[src/rtl/sd_resp_rx_if.sv]
// Command-line response receiver bus: arm/config inputs, serial CMD line,
// and the decoded response/status returned to the host controller FSM.
interface sd_resp_rx_if;
    logic         start;
    logic         resp_long;
    logic         crc_check;
    logic         sd_cmd;
    logic         busy;
    logic         done;
    logic         timeout;
    logic         crc_err;
    logic         frame_err;
    logic [5:0]   resp_index;
    logic [31:0]  resp_arg;
    logic [119:0] resp_r2;

    // Host side: arms the receiver and drives the resolved CMD line.
    modport master (
        output start, resp_long, crc_check, sd_cmd,
        input  busy, done, timeout, crc_err, frame_err,
               resp_index, resp_arg, resp_r2
    );

    // Receiver side.
    modport slave (
        input  start, resp_long, crc_check, sd_cmd,
        output busy, done, timeout, crc_err, frame_err,
               resp_index, resp_arg, resp_r2
    );
endinterface

[src/rtl/sd_resp_rx.sv]
// SD command-line response receiver. Armed by start, waits up to NCR for the
// card start bit, deserialises a 48-bit or 136-bit token, checks CRC7 and
// framing, and reports results with a one-cycle done pulse.
//
//   state      | meaning
//   -----------+-----------------------------------------------------------
//   IDLE       | not armed; start latches format and clears status
//   WAIT_START | counting idle-high samples until start bit or timeout
//   RECV       | shifting token bits after the start bit, MSB first
//   DONE       | one cycle: publish results, pulse done
module sd_resp_rx #(
    parameter int unsigned TIMEOUT_CYCLES = 64
) (
    input  logic        sd_clk,
    input  logic        reset,
    sd_resp_rx_if.slave bus
);

    localparam int unsigned WCNT_W = (TIMEOUT_CYCLES > 2) ? $clog2(TIMEOUT_CYCLES) : 1;
    localparam logic [WCNT_W-1:0] WCNT_LAST = WCNT_W'(TIMEOUT_CYCLES - 1);

    typedef enum logic [1:0] {
        IDLE       = 2'd0,
        WAIT_START = 2'd1,
        RECV       = 2'd2,
        DONE       = 2'd3
    } state_t;

    state_t              state_q;
    logic                long_q;
    logic                chk_q;
    logic                tmo_hit_q;
    logic [WCNT_W-1:0]   wait_cnt_q;
    logic [7:0]          bit_cnt_q;
    // Token bits below the start bit; the start bit itself is always 0 and
    // is not stored. Short tokens occupy [46:0], long tokens [134:0].
    logic [134:0]        shift_q;
    logic [6:0]          crc_q;
    logic [6:0]          crc_d;
    logic                crc_fb;
    logic                crc_en;

    logic                busy_q;
    logic                done_q;
    logic                timeout_q;
    logic                crc_err_q;
    logic                frame_err_q;
    logic [5:0]          index_q;
    logic [31:0]         arg_q;
    logic [119:0]        r2_q;

    // Serial CRC7 step and coverage window: the incoming bit's token index is
    // bit_cnt_q-1, covered for indices 8..47 (short) or 8..127 (long).
    always_comb begin
        crc_fb = crc_q[6] ^ bus.sd_cmd;
        crc_d  = {crc_q[5:0], 1'b0} ^ (crc_fb ? 7'h09 : 7'h00);
        crc_en = (bit_cnt_q >= 8'd9) && (bit_cnt_q <= (long_q ? 8'd128 : 8'd48));
    end

    // Receiver FSM with registered status and data outputs.
    always_ff @(posedge sd_clk or posedge reset) begin
        if (reset) begin
            state_q     <= IDLE;
            long_q      <= 1'b0;
            chk_q       <= 1'b0;
            tmo_hit_q   <= 1'b0;
            wait_cnt_q  <= '0;
            bit_cnt_q   <= '0;
            shift_q     <= '0;
            crc_q       <= '0;
            busy_q      <= 1'b0;
            done_q      <= 1'b0;
            timeout_q   <= 1'b0;
            crc_err_q   <= 1'b0;
            frame_err_q <= 1'b0;
            index_q     <= '0;
            arg_q       <= '0;
            r2_q        <= '0;
        end else begin
            done_q <= 1'b0;
            case (state_q)
                IDLE: begin
                    if (bus.start) begin
                        long_q      <= bus.resp_long;
                        chk_q       <= bus.crc_check;
                        tmo_hit_q   <= 1'b0;
                        wait_cnt_q  <= '0;
                        shift_q     <= '0;
                        crc_q       <= '0;
                        timeout_q   <= 1'b0;
                        crc_err_q   <= 1'b0;
                        frame_err_q <= 1'b0;
                        index_q     <= '0;
                        arg_q       <= '0;
                        r2_q        <= '0;
                        busy_q      <= 1'b1;
                        state_q     <= WAIT_START;
                    end
                end
                WAIT_START: begin
                    // The start bit is 0, so it leaves a zero-initialised CRC
                    // unchanged; it needs no CRC step of its own.
                    if (!bus.sd_cmd) begin
                        bit_cnt_q <= long_q ? 8'd135 : 8'd47;
                        state_q   <= RECV;
                    end else if (wait_cnt_q == WCNT_LAST) begin
                        tmo_hit_q <= 1'b1;
                        state_q   <= DONE;
                    end else begin
                        wait_cnt_q <= wait_cnt_q + 1'b1;
                    end
                end
                RECV: begin
                    shift_q   <= {shift_q[133:0], bus.sd_cmd};
                    bit_cnt_q <= bit_cnt_q - 1'b1;
                    if (crc_en) begin
                        crc_q <= crc_d;
                    end
                    if (bit_cnt_q == 8'd1) begin
                        state_q <= DONE;
                    end
                end
                DONE: begin
                    done_q  <= 1'b1;
                    busy_q  <= 1'b0;
                    state_q <= IDLE;
                    if (tmo_hit_q) begin
                        timeout_q <= 1'b1;
                    end else begin
                        crc_err_q <= chk_q & (crc_q != shift_q[7:1]);
                        if (long_q) begin
                            frame_err_q <= shift_q[134] | ~shift_q[0];
                            index_q     <= shift_q[133:128];
                            r2_q        <= shift_q[127:8];
                        end else begin
                            frame_err_q <= shift_q[46] | ~shift_q[0];
                            index_q     <= shift_q[45:40];
                            arg_q       <= shift_q[39:8];
                        end
                    end
                end
                default: state_q <= IDLE;
            endcase
        end
    end

    assign bus.busy       = busy_q;
    assign bus.done       = done_q;
    assign bus.timeout    = timeout_q;
    assign bus.crc_err    = crc_err_q;
    assign bus.frame_err  = frame_err_q;
    assign bus.resp_index = index_q;
    assign bus.resp_arg   = arg_q;
    assign bus.resp_r2    = r2_q;

endmodule
[src/flat_wrapper.sv]
// flat-port wrapper written by rule: the top's interface ports become plain ports
module sd_resp_rx_flat 
#(
    parameter int unsigned TIMEOUT_CYCLES = 64
)
  (sd_clk, reset, bus_start, bus_resp_long, bus_crc_check, bus_sd_cmd, bus_busy, bus_done, bus_timeout, bus_crc_err, bus_frame_err, bus_resp_index, bus_resp_arg, bus_resp_r2);
  sd_resp_rx_if bus_i ();
  input  logic sd_clk;
  input  logic reset;
  input wire logic [$bits(bus_i.start)-1:0] bus_start;
  input wire logic [$bits(bus_i.resp_long)-1:0] bus_resp_long;
  input wire logic [$bits(bus_i.crc_check)-1:0] bus_crc_check;
  input wire logic [$bits(bus_i.sd_cmd)-1:0] bus_sd_cmd;
  output wire logic [$bits(bus_i.busy)-1:0] bus_busy;
  output wire logic [$bits(bus_i.done)-1:0] bus_done;
  output wire logic [$bits(bus_i.timeout)-1:0] bus_timeout;
  output wire logic [$bits(bus_i.crc_err)-1:0] bus_crc_err;
  output wire logic [$bits(bus_i.frame_err)-1:0] bus_frame_err;
  output wire logic [$bits(bus_i.resp_index)-1:0] bus_resp_index;
  output wire logic [$bits(bus_i.resp_arg)-1:0] bus_resp_arg;
  output wire logic [$bits(bus_i.resp_r2)-1:0] bus_resp_r2;
  assign bus_i.start = bus_start;
  assign bus_i.resp_long = bus_resp_long;
  assign bus_i.crc_check = bus_crc_check;
  assign bus_i.sd_cmd = bus_sd_cmd;
  assign bus_busy = bus_i.busy;
  assign bus_done = bus_i.done;
  assign bus_timeout = bus_i.timeout;
  assign bus_crc_err = bus_i.crc_err;
  assign bus_frame_err = bus_i.frame_err;
  assign bus_resp_index = bus_i.resp_index;
  assign bus_resp_arg = bus_i.resp_arg;
  assign bus_resp_r2 = bus_i.resp_r2;
  sd_resp_rx #(.TIMEOUT_CYCLES(TIMEOUT_CYCLES)) u_core (.sd_clk(sd_clk), .reset(reset), .bus(bus_i));
endmodule
[config.mk]
export PLATFORM = sky130hd
export DESIGN_NAME = sd_resp_rx_flat
export DESIGN_NICKNAME = d
export VERILOG_FILES = /design/src/rtl/sd_resp_rx_if.sv /design/src/rtl/sd_resp_rx.sv /design/src/flat_wrapper.sv
export SDC_FILE = /design/constraint.sdc
export NUM_CORES = 1
export LEC_CHECK = 0
export BUFFER_PORTS_ARGS = -buffer_cell sky130_fd_sc_hd__buf_2
export CAP_MARGIN = 20
export CORE_MARGIN = 5
export CORE_UTILIZATION = 57
export CTS_CLUSTER_DIAMETER = 150
export DETAILED_ROUTE_END_ITERATION = 10
export PLACE_DENSITY = 0.9
export SLEW_MARGIN = 20
export SYNTH_ARGS = -nofsm -noshare
export SYNTH_HDL_FRONTEND = slang
export SYNTH_SLANG_ARGS = --single-unit
[constraint.sdc]
create_clock -name sd_clk -period 14.45 [get_ports sd_clk]
set_input_delay 3.6125 -clock sd_clk [delete_from_list [all_inputs] [get_ports sd_clk]]
set_output_delay 3.6125 -clock sd_clk [all_outputs]
set_load 0.1 [all_outputs]
### Word-level counts from Yosys, hierarchy flattened

Cells that the tools add are included.

* muxes and demuxes: 44
* eq/ne operators: 18
* reduce and logical (&&, ||, !) cells: 18
* bitwise gates (word level): 6
* $lt $le $gt $ge: 2
* add/sub/neg operators: 2

Operators with widths (number)
* $mux W120: 3
* $pmux W135 S2: 1
* $pmux W120 S2: 1
* $mux W135: 1
* $mux W32: 3
* $pmux W32 S2: 1
* $mux W6: 5
* $mux W8: 3
* $pmux W6 S2: 2
* $pmux W8 S2: 1
* $reduce_and A4 Y1: 4
* $mux W7: 2
* $pmux W7 S2: 1
* $ne A2 B2 Y1 const B: 6
* $reduce_and A3 Y1: 4
* $ne A2 B1 Y1 const B: 5
* $pmux W1 S2: 5
* $mux W1: 9
* $eq A8 B1 Y1 const B: 1
* $ge A8 B4 Y1 const B: 1
* $le A8 B8 Y1: 1
* $mux W2: 4
* $pmux W2 S4: 1
* $reduce_and A2 Y1: 4
* 16 further kinds: 21

* register bits: 324
* word-level logic and storage cells: 106

### Longest topological paths before layout

* word-level depth: 5
* mapped depth: 10
* depth with buffers taken out: 7

### Least setup slack after synthesis

Ideal clock, no wire load.

* kind: in2reg
* from: input bus_start
* to: register u_core.r2_q[0] (netlist: u_core.bus.resp_r2[0])
* setup slack: 9.668 ns
* library setup time: 0.122 ns
* stages: 6
* arrival: 4.660 ns
* data required time: 14.328 ns
* cell sequence: nand2b_2 > o211ai_2 > a21o_1 > clkbuf_1 > buf_2 > a22o_1

* cells in the longest elaborated chain, start to end: 2

RTL lines
* start, declared: line flat_wrapper.sv:10 `input wire logic [$bits(bus_i.start)-1:0] bus_start;`
* $ne A2 B2 Y1 (no source line)
* $reduce_and A4 Y1 (no source line)
* end signal, assigned: line sd_resp_rx.sv:134 `r2_q <= shift_q[127:8];`
* end, declared: line sd_resp_rx.sv:50 `logic [119:0] r2_q;`

No other way between the ends.
A chain may end at the register's enable or synchronous reset.

### Final worst setup path

* from: input bus_start
* to: register u_core.r2_q[113] (netlist: u_core.bus.resp_r2[113])

Same word-level chain as after synthesis.

==> run summary <==
Among all stages on the critical path, the largest delay is contributed by buf_4. The cell taking the most area after synthesis is dfrtp_1. The total of cells resized after clock tree synthesis came out at 0. In the final routed layout, each cell accounts on average for 20.2 um. Data arrives at the worst endpoint at 5.91 ns.

The horizontal die dimension was 157 um; the detailed-placement wirelength estimate was 16.5 mm. After the first detailed-routing iteration, the DRC count stood at 635. Setup repair after global routing left no endpoint under its margin.

After the last flow step, the layout net total stands at 1094. The first global-routing pass estimated 46.0 mm of wire. The root cell of the clock tree is clkbuf_16. The time the final worst path needs with I/O delays and setup is 5.49 ns, and the total power divided by cell area is 171 mW/mm^2. The design draws 2.45 mW.

Between clock sinks in the finished design, the worst skew comes to 0.0120 ns. The height of the chip was 157 um. Once the clock tree was built, the setup fixing pass inserted 0 buffers. Maximum fanout encountered on the critical timing path: 96. TritonCTS built the clock tree. For the via count of the first global-routing pass, the log shows 8447. OpenSTA, run right after detailed placement, puts the worst setup slack at 8.09 ns.

The most numerous cell on the critical path is buf_4. The number of input and output port buffers inserted was 168. The net count of the mapped netlist came out at 957. The detailed-router iteration count before antenna repair is 5, and the total overflow reported by the global router is 0. TritonCTS created 34 clock buffers. The floorplan step defined a core boundary enclosing 0.0211 mm^2.

For the worst setup slack for register-to-register paths, the log shows 10.98 ns. For the worst setup path, the data required time is 14.87 ns. Summing all placed instances gives a cell area of 0.0132 mm^2. After routing, the total negative slack on setup checks comes to 0 ns. The tools report the post-synthesis instance total as 941. The startpoint identified for the worst register-to-register timing path is u_core.state_q[1]$_DFFE_PP0P_. The sum of buffers and inverters on the critical path was 3. The worst-case IR drop observed on VDD is 0.207 mV. The tools report the number of setup violations in the final report as 0.

The die covers 0.0246 mm^2. In this run the critical register-to-register path is captured at u_core.bus.resp_r2[113]$_DFFE_PP0P_. The share of async-settable or async-resettable flops after synthesis was 1.00. The ratio of cells with drive above 1 in the final layout works out to 0.228.

Count of state elements after synthesis: 324. From synthesis to final layout, the design area changed by 17.1%. Entering global routing, the biggest net connects 203 pins. The largest delay contributor family on the critical path is buffers and inverters. The H-tree was split into 2 levels. The largest single stage delay on the critical path is 0.81 ns.

The tools report the destination of the worst hold path as u_core.bus.resp_arg[13]$_DFFE_PP0P_. Clock latency on the worst-skew pair: 0.49 ns. At the end of routability-driven placement, the weighted congestion stood at 0.807. Counting flops with a built-in enable in the synthesized netlist gives 0. In the routed design, unresolved DRC markers number 0. The detailed router placed 8437 vias in this run. The leakage power was 7.37 nW; the sequential element share of the synthesized area was 0.661.

Ranked by instance count, the synthesized netlist is headed by 324 x dfrtp_1, 256 x a22o_1, 103 x nand2_1, 49 x o21ai_0, 39 x clkbuf_1. By area the synthesized netlist is led by dfrtp_1 66%, a22o_1 18%, nand2_1 3.2%, o21ai_0 2.0%, buf_2 1.5%. Along the worst hold path, the cell count comes to 2. The clock transition at the registers of the reported paths is 0.06 ns, and the proportion of netlist area held by the largest area contributor is 0.661.

The average size of a mapped cell was 13.0 um^2; the post-route cell area was 0.0144 mm^2. The worst relative slew slack was 0.278; the final worst slack was 8.96 ns. The tools report the initial antenna violation count as 0. During synthesis, Yosys emitted a total of 0 warnings.

For the initial cell density of the core, the log shows 0.582. The tree built by TritonCTS fans out to 324 sinks. Traced cell by cell, the critical path runs through buf_2, nand2b_2, o211ai_2, buf_4, a21o_4, buf_4, a22o_1.

Among all flip-flop cells after synthesis, the most frequent one is dfrtp_1. The tools report the max-cap check violation count as 0. After clock tree synthesis, the flow added hold-fix buffers numbering 0.

After floorplanning, the core was divided into 53 placement rows. The transition at the pin with the smallest max-transition slack was 1.08 ns. For the final number of max-transition violations, the log shows 0. The run finished with clean final reports. The post-route clock period utilization is 0.380. In the routed layout, each cell is associated on average with a via count of 6.12. The category of the worst setup path launch point was an input pin. The total detailed-routing wirelength came out at 27.9 mm. The worst setup path is captured at a register. The worst reg-to-reg path cell count works out to 7. 0 antenna diodes ended up in the layout.

The count of pins on the block boundary is 169. The tools report the maximum achievable frequency as 182 MHz. The logic depth of the worst path, buffers included is 7.

The library cell with the highest instance count after synthesis was dfrtp_1. The remaining antenna violation count is 0. The tightest min-delay check is of the register to register type. Yosys mapped the design onto 39 distinct sky130hd cell types. Start-to-end type of the worst setup path: input pin to register. On the final layout, the worst hold slack is 0.476 ns.

The logs give 0.0123 mm^2 for the synthesized area and 3 for the maximum root-to-sink buffer count. The logs give 0.230 for the total track usage and 0 for the final hold violation count. The worst hold path begins at u_core.bus.resp_arg[13]$_DFFE_PP0P_.
power by group:
group / switching (mW) / total, mW / internal [mW] / leakage [nW]
clock: 0.340 / 0.842 / 0.503 / 0.543
combinational: 0.493 / 0.619 / 0.126 / 2.34
sequential: 0.0447 / 0.990 / 0.945 / 4.49
placed cells by master (no fill, tap or decap), drive strengths merged, types with 11 or more instances in the layout:
| cell type | netlist | routed |
|---|---|---|
| buf | 37 | 177 |
| a22o | 257 | 257 |
| dfrtp | 324 | 324 |
| nand2 | 103 | 103 |
| inv | 17 | 18 |
| a21oi | 14 | 14 |
| o21ai | 49 | 49 |
| clkbuf | 39 | 48 |
| nor2 | 18 | 18 |
| mux2 | 11 | 11 |
final cells by class:
cell class              instances  area (um^2)
flip-flops and latches        324         8110
multi-input cells             524         3800
inverters                      17         71.3
clock inverters                13          119
clock buffers                  48          965
well taps                     275          344
fillers                      1483         6720
repair buffers                177          961
worst min-delay path, cell delays in order, from the launching register on:
cell	delay (ns)
dfrtp_1	0.34
nand2_1	0.04
o21ai_0	0.06
logic make-up after synthesis:
family	after synthesis	synth area share
AND/OR/NAND/NOR	145	0.0486
buffers and inverters	93	0.0322
adder cells (fa/ha/maj)	10	0.0102
multiplexers	21	0.0186
AO/OA/AOI/OAI	337	0.222
flip-flops	324	0.661
XOR/XNOR	11	0.00785
how the worst max path moves through the flow:
stage | startpoint | endpoint | slack [ns]
final | bus_start | u_core.bus.resp_r2[113]$_DFFE_PP0P_ | 8.96
after detailed placement | bus_start | u_core.bus.resp_r2[54]$_DFFE_PP0P_ | 8.09
after CTS | bus_start | u_core.bus.resp_r2[62]$_DFFE_PP0P_ | 8.59
after floorplan | reset | u_core.bit_cnt_q[0]$_DFFE_PP0P_ | 1.87
after global placement | bus_start | u_core.bus.resp_r2[79]$_DFFE_PP0P_ | 8.20
after global routing | bus_start | u_core.bus.resp_r2[113]$_DFFE_PP0P_ | 8.84
registers in the layout (all words and copies together), names as in the netlist:
register	cells
u_core.shift_q	135
u_core.bus.resp_r2	120
u_core.bus.resp_arg	32
u_core.bit_cnt_q	8
u_core.crc_q	7
u_core.bus.resp_index	6
u_core.wait_cnt_q	6
u_core.state_q	2
u_core.bus.busy	1
u_core.bus.crc_err	1
u_core.bus.done	1
u_core.bus.frame_err	1
u_core.bus.timeout	1
u_core.chk_q	1
u_core.long_q	1
u_core.tmo_hit_q	1
through the flow:
step                utilization  std cells
floorplan                     -        941
global route              0.681       1378
finish                    0.681       1378
CTS                       0.679       1376
global placement          0.627       1315
detailed placement        0.627       1315
per-layer routing:
metal,track usage,share of wire
met5,0,0
met4,0.0719,0.022
met3,0.0348,0.057
met2,0.362,0.49
met1,0.335,0.43
No activity file was read; power rests on OpenSTA's default activity.
